==> src/rtl/fetch_pkg.sv <==
// Shared types and constants for the instruction fetch unit and its prefetch queue.
package fetch_pkg;

    typedef enum logic [1:0] {
        IDLE    = 2'd0,
        WAIT    = 2'd1,
        DISCARD = 2'd2
    } fetch_state_e;

    localparam int          INST_W           = 32;
    localparam int          PC_STEP          = 4;
    localparam logic [31:0] DEFAULT_RESET_PC = 32'h0000_0000;

    function automatic logic [31:0] align_word(input logic [31:0] addr);
        return addr & ~32'h0000_0003;
    endfunction

endpackage

==> src/rtl/fetch_fifo.sv <==
// Prefetch queue of {instruction, pc} entries with a registered head so that
// the memory read data never reaches the decode-side outputs combinationally.
module fetch_fifo #(
    parameter int DEPTH = 4,
    parameter int W     = 64
) (
    input  logic                     clk,
    input  logic                     rst_n,
    input  logic                     clear,
    input  logic                     push,
    input  logic [W-1:0]             push_data,
    input  logic                     pop,
    output logic                     head_valid,
    output logic [W-1:0]             head_data,
    output logic [$clog2(DEPTH):0]   count
);

    localparam int AW = $clog2(DEPTH);

    logic [W-1:0]  mem [DEPTH];
    logic [AW-1:0] rd_ptr_reg, wr_ptr_reg, rd_ptr_inc;
    logic [AW:0]   count_reg, count_next;
    logic [W-1:0]  head_reg, head_next;
    logic          valid_reg;
    logic          pop_ok;

    assign pop_ok     = pop && (count_reg != '0);
    assign rd_ptr_inc = rd_ptr_reg + AW'(1);

    always_ff @(posedge clk) begin
        if (push && !clear) begin
            mem[wr_ptr_reg] <= push_data;
        end
    end

    // Head register tracks whatever entry will sit at the front after this edge.
    always_comb begin
        head_next  = head_reg;
        count_next = count_reg;
        if (clear) begin
            count_next = '0;
        end else begin
            count_next = count_reg + {{AW{1'b0}}, push} - {{AW{1'b0}}, pop_ok};
            if (pop_ok && count_reg > (AW+1)'(1)) begin
                head_next = mem[rd_ptr_inc];
            end else if (push && (count_reg == '0 || (pop_ok && count_reg == (AW+1)'(1)))) begin
                head_next = push_data;
            end
        end
    end

    always_ff @(posedge clk or negedge rst_n) begin
        if (!rst_n) begin
            rd_ptr_reg <= '0;
            wr_ptr_reg <= '0;
            count_reg  <= '0;
            head_reg   <= '0;
            valid_reg  <= 1'b0;
        end else begin
            if (clear) begin
                rd_ptr_reg <= '0;
                wr_ptr_reg <= '0;
            end else begin
                if (push)   wr_ptr_reg <= wr_ptr_reg + AW'(1);
                if (pop_ok) rd_ptr_reg <= rd_ptr_inc;
            end
            count_reg <= count_next;
            head_reg  <= head_next;
            valid_reg <= (count_next != '0);
        end
    end

    assign head_valid = valid_reg;
    assign head_data  = head_reg;
    assign count      = count_reg;

endmodule

==> src/rtl/fetch_unit.sv <==
// Instruction fetch unit: one-outstanding-request memory FSM feeding a prefetch queue.
// Optional redirect-flush counter enabled by defining FETCH_FLUSH_CNT_EN.
module fetch_unit
    import fetch_pkg::*;
#(
    parameter int          DEPTH    = 4,
    parameter logic [31:0] RESET_PC = DEFAULT_RESET_PC
) (
    input  logic              clk,
    input  logic              rst_n,
    input  logic              redirect,
    input  logic [31:0]       redirect_addr,
    output logic              imem_req,
    output logic [31:0]       imem_addr,
    input  logic              imem_ack,
    input  logic [INST_W-1:0] imem_rdata,
    output logic              inst_valid,
    output logic [INST_W-1:0] inst,
    output logic [31:0]       inst_pc,
    input  logic              inst_ready
`ifdef FETCH_FLUSH_CNT_EN
    ,
    output logic [15:0]       flush_cnt
`endif
);

    fetch_state_e          state_reg, state_next;
    logic [31:0]           fetch_pc_reg, fetch_pc_next;
    logic [31:0]           addr_reg, addr_next;
    logic [31:0]           redirect_pc, inc_pc;
    logic                  q_push, q_clear, pop_fire;
    logic [$clog2(DEPTH):0] q_count;
    logic [INST_W+31:0]    q_head;

    assign redirect_pc = align_word(redirect_addr);
    assign inc_pc      = fetch_pc_reg + 32'(PC_STEP);
    assign pop_fire    = inst_valid && inst_ready;

    always_comb begin
        state_next    = state_reg;
        fetch_pc_next = fetch_pc_reg;
        addr_next     = addr_reg;
        q_push        = 1'b0;
        q_clear       = 1'b0;
        case (state_reg)
            IDLE: begin
                // A redirect from idle issues straight to the new target.
                if (redirect) begin
                    q_clear       = 1'b1;
                    fetch_pc_next = redirect_pc;
                    addr_next     = redirect_pc;
                    state_next    = WAIT;
                end else if (32'(q_count) < 32'(DEPTH)) begin
                    addr_next  = fetch_pc_reg;
                    state_next = WAIT;
                end
            end
            WAIT: begin
                if (redirect) begin
                    q_clear       = 1'b1;
                    fetch_pc_next = redirect_pc;
                    state_next    = imem_ack ? IDLE : DISCARD;
                end else if (imem_ack) begin
                    q_push        = 1'b1;
                    fetch_pc_next = inc_pc;
                    if (32'(q_count) + 32'd1 - 32'(pop_fire) < 32'(DEPTH)) begin
                        addr_next = inc_pc;
                    end else begin
                        state_next = IDLE;
                    end
                end
            end
            DISCARD: begin
                if (redirect) fetch_pc_next = redirect_pc;
                if (imem_ack) state_next = IDLE;
            end
            default: state_next = IDLE;
        endcase
    end

    always_ff @(posedge clk or negedge rst_n) begin
        if (!rst_n) begin
            state_reg    <= IDLE;
            fetch_pc_reg <= RESET_PC;
            addr_reg     <= '0;
        end else begin
            state_reg    <= state_next;
            fetch_pc_reg <= fetch_pc_next;
            addr_reg     <= addr_next;
        end
    end

    assign imem_req  = (state_reg != IDLE);
    assign imem_addr = addr_reg;

    fetch_fifo #(
        .DEPTH (DEPTH),
        .W     (INST_W + 32)
    ) u_fifo (
        .clk        (clk),
        .rst_n      (rst_n),
        .clear      (q_clear),
        .push       (q_push),
        .push_data  ({imem_rdata, addr_reg}),
        .pop        (pop_fire),
        .head_valid (inst_valid),
        .head_data  (q_head),
        .count      (q_count)
    );

    assign inst    = q_head[INST_W+31:32];
    assign inst_pc = q_head[31:0];

`ifdef FETCH_FLUSH_CNT_EN
    logic        flush_event;
    logic [15:0] flush_cnt_reg;

    // Only redirects that actually throw away fetched or in-flight work count.
    assign flush_event = redirect &&
                         ((state_reg == IDLE && q_count != '0) || state_reg == WAIT);

    always_ff @(posedge clk or negedge rst_n) begin
        if (!rst_n) begin
            flush_cnt_reg <= '0;
        end else if (flush_event && flush_cnt_reg != 16'hFFFF) begin
            flush_cnt_reg <= flush_cnt_reg + 16'd1;
        end
    end

    assign flush_cnt = flush_cnt_reg;
`endif

endmodule
==> config.mk <==
export PLATFORM = sky130hd
export DESIGN_NAME = fetch_unit
export DESIGN_NICKNAME = d
export VERILOG_FILES = /design/src/rtl/fetch_pkg.sv /design/src/rtl/fetch_fifo.sv /design/src/rtl/fetch_unit.sv
export SDC_FILE = /design/constraint.sdc
export NUM_CORES = 1
export LEC_CHECK = 0
export CORE_ASPECT_RATIO = 0.6
export CORE_MARGIN = 2
export CORE_UTILIZATION = 50
export CTS_CLUSTER_DIAMETER = 120
export DETAILED_ROUTE_END_ITERATION = 10
export DONT_BUFFER_PORTS = 1
export HOLD_SLACK_MARGIN = 0.1
export PLACE_DENSITY = 0.63
export SLEW_MARGIN = 20
export SYNTH_ARGS = -nofsm -noshare
export SYNTH_HDL_FRONTEND = slang
export SYNTH_SLANG_ARGS = --single-unit
==> constraint.sdc <==
create_clock -name clk -period 8.3 [get_ports clk]
set_input_delay 1.66 -clock clk [delete_from_list [all_inputs] [get_ports clk]]
set_output_delay 1.66 -clock clk [all_outputs]
set_load 0.005 [all_outputs]
==> flow_summary.json <==
{
  "numPortBuffers": 0,
  "row_count": 51,
  "synth_area_sq_um": 16750,
  "path_clk_slew_ns": 0.06,
  "period_share": 0.3908,
  "post_cts_buffers": 0,
  "finalClockSkew_ns": 0.02470,
  "synthTopCellsByArea": "edfxtp_1 45%, dfrtp_1 20%, mux4_2 8.5%, mux2i_1 4.2%, o21ai_0 3.2%",
  "layout.nets": 1197,
  "clk_latency_ns": 0.53,
  "dpl.cell_count": 1530,
  "synth_cells": 1157,
  "status": "finished, final reports clean",
  "fmax_mhz": 308.3,
  "ant_nets": 0,
  "synth_edf_count": 252,
  "drv_slew": 0,
  "avgRoutedWirePerCell_um": 24.52,
  "cts_tree": "done",
  "drive_above_1_share": 0.1453,
  "cts.repair.resized": 0,
  "gp_congestion": 0.8861,
  "antenna_cells": 0,
  "ys.warnings.count": 0,
  "yosysTopAreaCell": "edfxtp_1",
  "synth_seq_cells": 386,
  "worst_path_max_delay_cell": "buf_4",
  "core_sq_um": 32740,
  "async_flop_share": 0.3472,
  "worstSetupPathType": "in -> reg",
  "hold_violations": 0,
  "critPathArrivalTime_ns": 3.63,
  "clock_sinks": 386,
  "synth_fp_nets": 1234,
  "maxCapViolCount": 0,
  "regMostFlops": "u_fifo.mem",
  "grt_pass1_wl_um": 61200,
  "cp-end-kind": "flip-flop",
  "slew_headroom": 0.2619,
  "drc_errors": 0,
  "setup_viol": 0,
  "crit_fanout": 39,
  "grt_util_all_layers": 0.2281,
  "startpoint_type": "input port",
  "grt_pass1_vias": 9889,
  "vias": 10083,
  "synthTopCellsByCount": "252 x edfxtp_1, 134 x dfrtp_1, 106 x o21ai_0",
  "holdWs_ns": 0.5443,
  "peakVddDrop_mv": 0.1849,
  "die_x_um": 240.3,
  "ios": 167,
  "crit_top_cell": "buf_4",
  "yosysSeqAreaShare": 0.6518,
  "grt_max_degree": 135,
  "period_minus_slack_ns": 3.243,
  "cp.required_ns": 8.68,
  "cts_hold_buf": 0,
  "synth_top_cell_area_share": 0.4517,
  "via_per_inst": 6.306,
  "largest_reg_flops": 252,
  "dp.final_hpwl_um": 22960,
  "path_cells": "o311ai_4 -> nor2_4 -> buf_4 -> buf_4 -> mux2i_1 -> o21ai_1",
  "die_h_um": 145.8,
  "fin_tns_setup_ns": 0,
  "cts_buffers": 38,
  "hold_class": "reg -> reg",
  "avgSynthCellArea_sq_um": 14.48,
  "rsz0062_at_grt": "no",
  "htree_levels": 2,
  "drt_iter0_markers": 1013,
  "root_buffer": "clkbuf_16",
  "die_area_sq_um": 35040,
  "antenna_found_initial": 0,
  "dr.pass1.iters": 9,
  "p_per_area_nw_per_um2": 324.7,
  "final_cells": 1599,
  "area_delta_synth_final_pct": 8.320,
  "synth.most_common_cell": "edfxtp_1",
  "routed_wl_um": 39210,
  "clockBufferDepth": 3,
  "synth.distinct_cells": 74,
  "grt.overflow.total": 0,
  "p_leak_nw": 6.031,
  "tightestPinTransition_ns": 1.103,
  "ys.flop_type": "edfxtp_1",
  "start_util": 0.5118,
  "critPathMaxStageDelay_ns": 0.72
}
## per-layer routing
metal / vias to the layer above / GRT usage / routed length [um]
met1: 5209 / 0.3495 / 18110
met4: 0 / 0.05807 / 839
li1: 4418 / - / -
met5: - / 0 / 0
met2: 395 / 0.3182 / 16650
met3: 61 / 0.06753 / 3613
## report_power, final
part	total (mW)	internal (mW)	switching, mW
sequential	3.02	2.51	0.518
combinational	1.19	0.466	0.729
clock	1.67	0.952	0.721
## worst max-delay path, delay by kind of cell
family,cells,cell delay (ns)
mux,1,0.38
compound gates,2,0.23
simple gates,1,0.16
buf+inv,2,1.17
## cells by family (layout without fill, tap and decap cells)
family	Yosys count	in the layout	synth area share
and+or+nand+nor	208	208	0.06423
adders and majority gates	8	8	0.006423
AOI/OAI and AO/OA	305	305	0.1102
buffers and inverters	107	99	0.03518
DFF	386	386	0.6518
muxes	136	136	0.1285
xor gates and xnor gates	7	7	0.003660
## cell usage in the layout (no fill, tap or decap), drive strengths merged, types with 4 or more instances in the layout
master,n
a32oi,5
and3,4
o31ai,9
dfrtp,134
clkinv,10
nor4,9
a311oi,7
edfxtp,252
nor3,11
a21oi,46
xnor2,5
nand4,23
buf,15
nand2,67
o22ai,13
a2bb2oi,7
and2,5
nor2,50
clkbuf,53
a31oi,8
o21ai,166
o221ai,4
o22a,4
mux2i,70
ha,7
mux4,63
or3,5
inv,16
a22o,6
nand3,20
## final timing paths
check                                          start              endpoint  slack [ns]  cells after the start
min in group asynchronous                      rst_n      fetch_pc_reg[27]        0.81                      0
worst max-delay path                      inst_ready  u_fifo.head_data[62]        5.06                      6
worst min-delay path            u_fifo.head_data[59]  u_fifo.head_data[59]        0.54                      2
max in group asynchronous                      rst_n  u_fifo.head_data[56]        7.19                      0
worst max register to register       u_fifo.count[1]  u_fifo.head_data[62]        5.52                      7
worst min register to register  u_fifo.head_data[59]  u_fifo.head_data[59]        0.54                      2
## per-stage QoR
stage	util	setup slack [ns]	cell area, sq um	total power, mW
after CTS	0.5544	5.075	18150	5.925
final	0.5544	5.057	18150	5.892
after detailed placement	0.5179	4.531	16950	4.251
after global placement	0.5179	4.535	16950	4.207
after global routing	0.5544	4.943	18150	6.232
after floorplan	-	4.133	16750	3.835
## layout make-up
| cell class | count | area [sq um] |
|---|---|---|
| inverter | 15 | 56.30 |
| timing repair buffer | 15 | 112.6 |
| sequential | 386 | 10930 |
| fill | 2596 | 14590 |
| clock buffer | 53 | 1049 |
| multi-input combinational | 664 | 5295 |
| tap | 450 | 563.0 |
| clock inverter | 16 | 146.4 |
No activity file was read; power rests on OpenSTA's default activity.
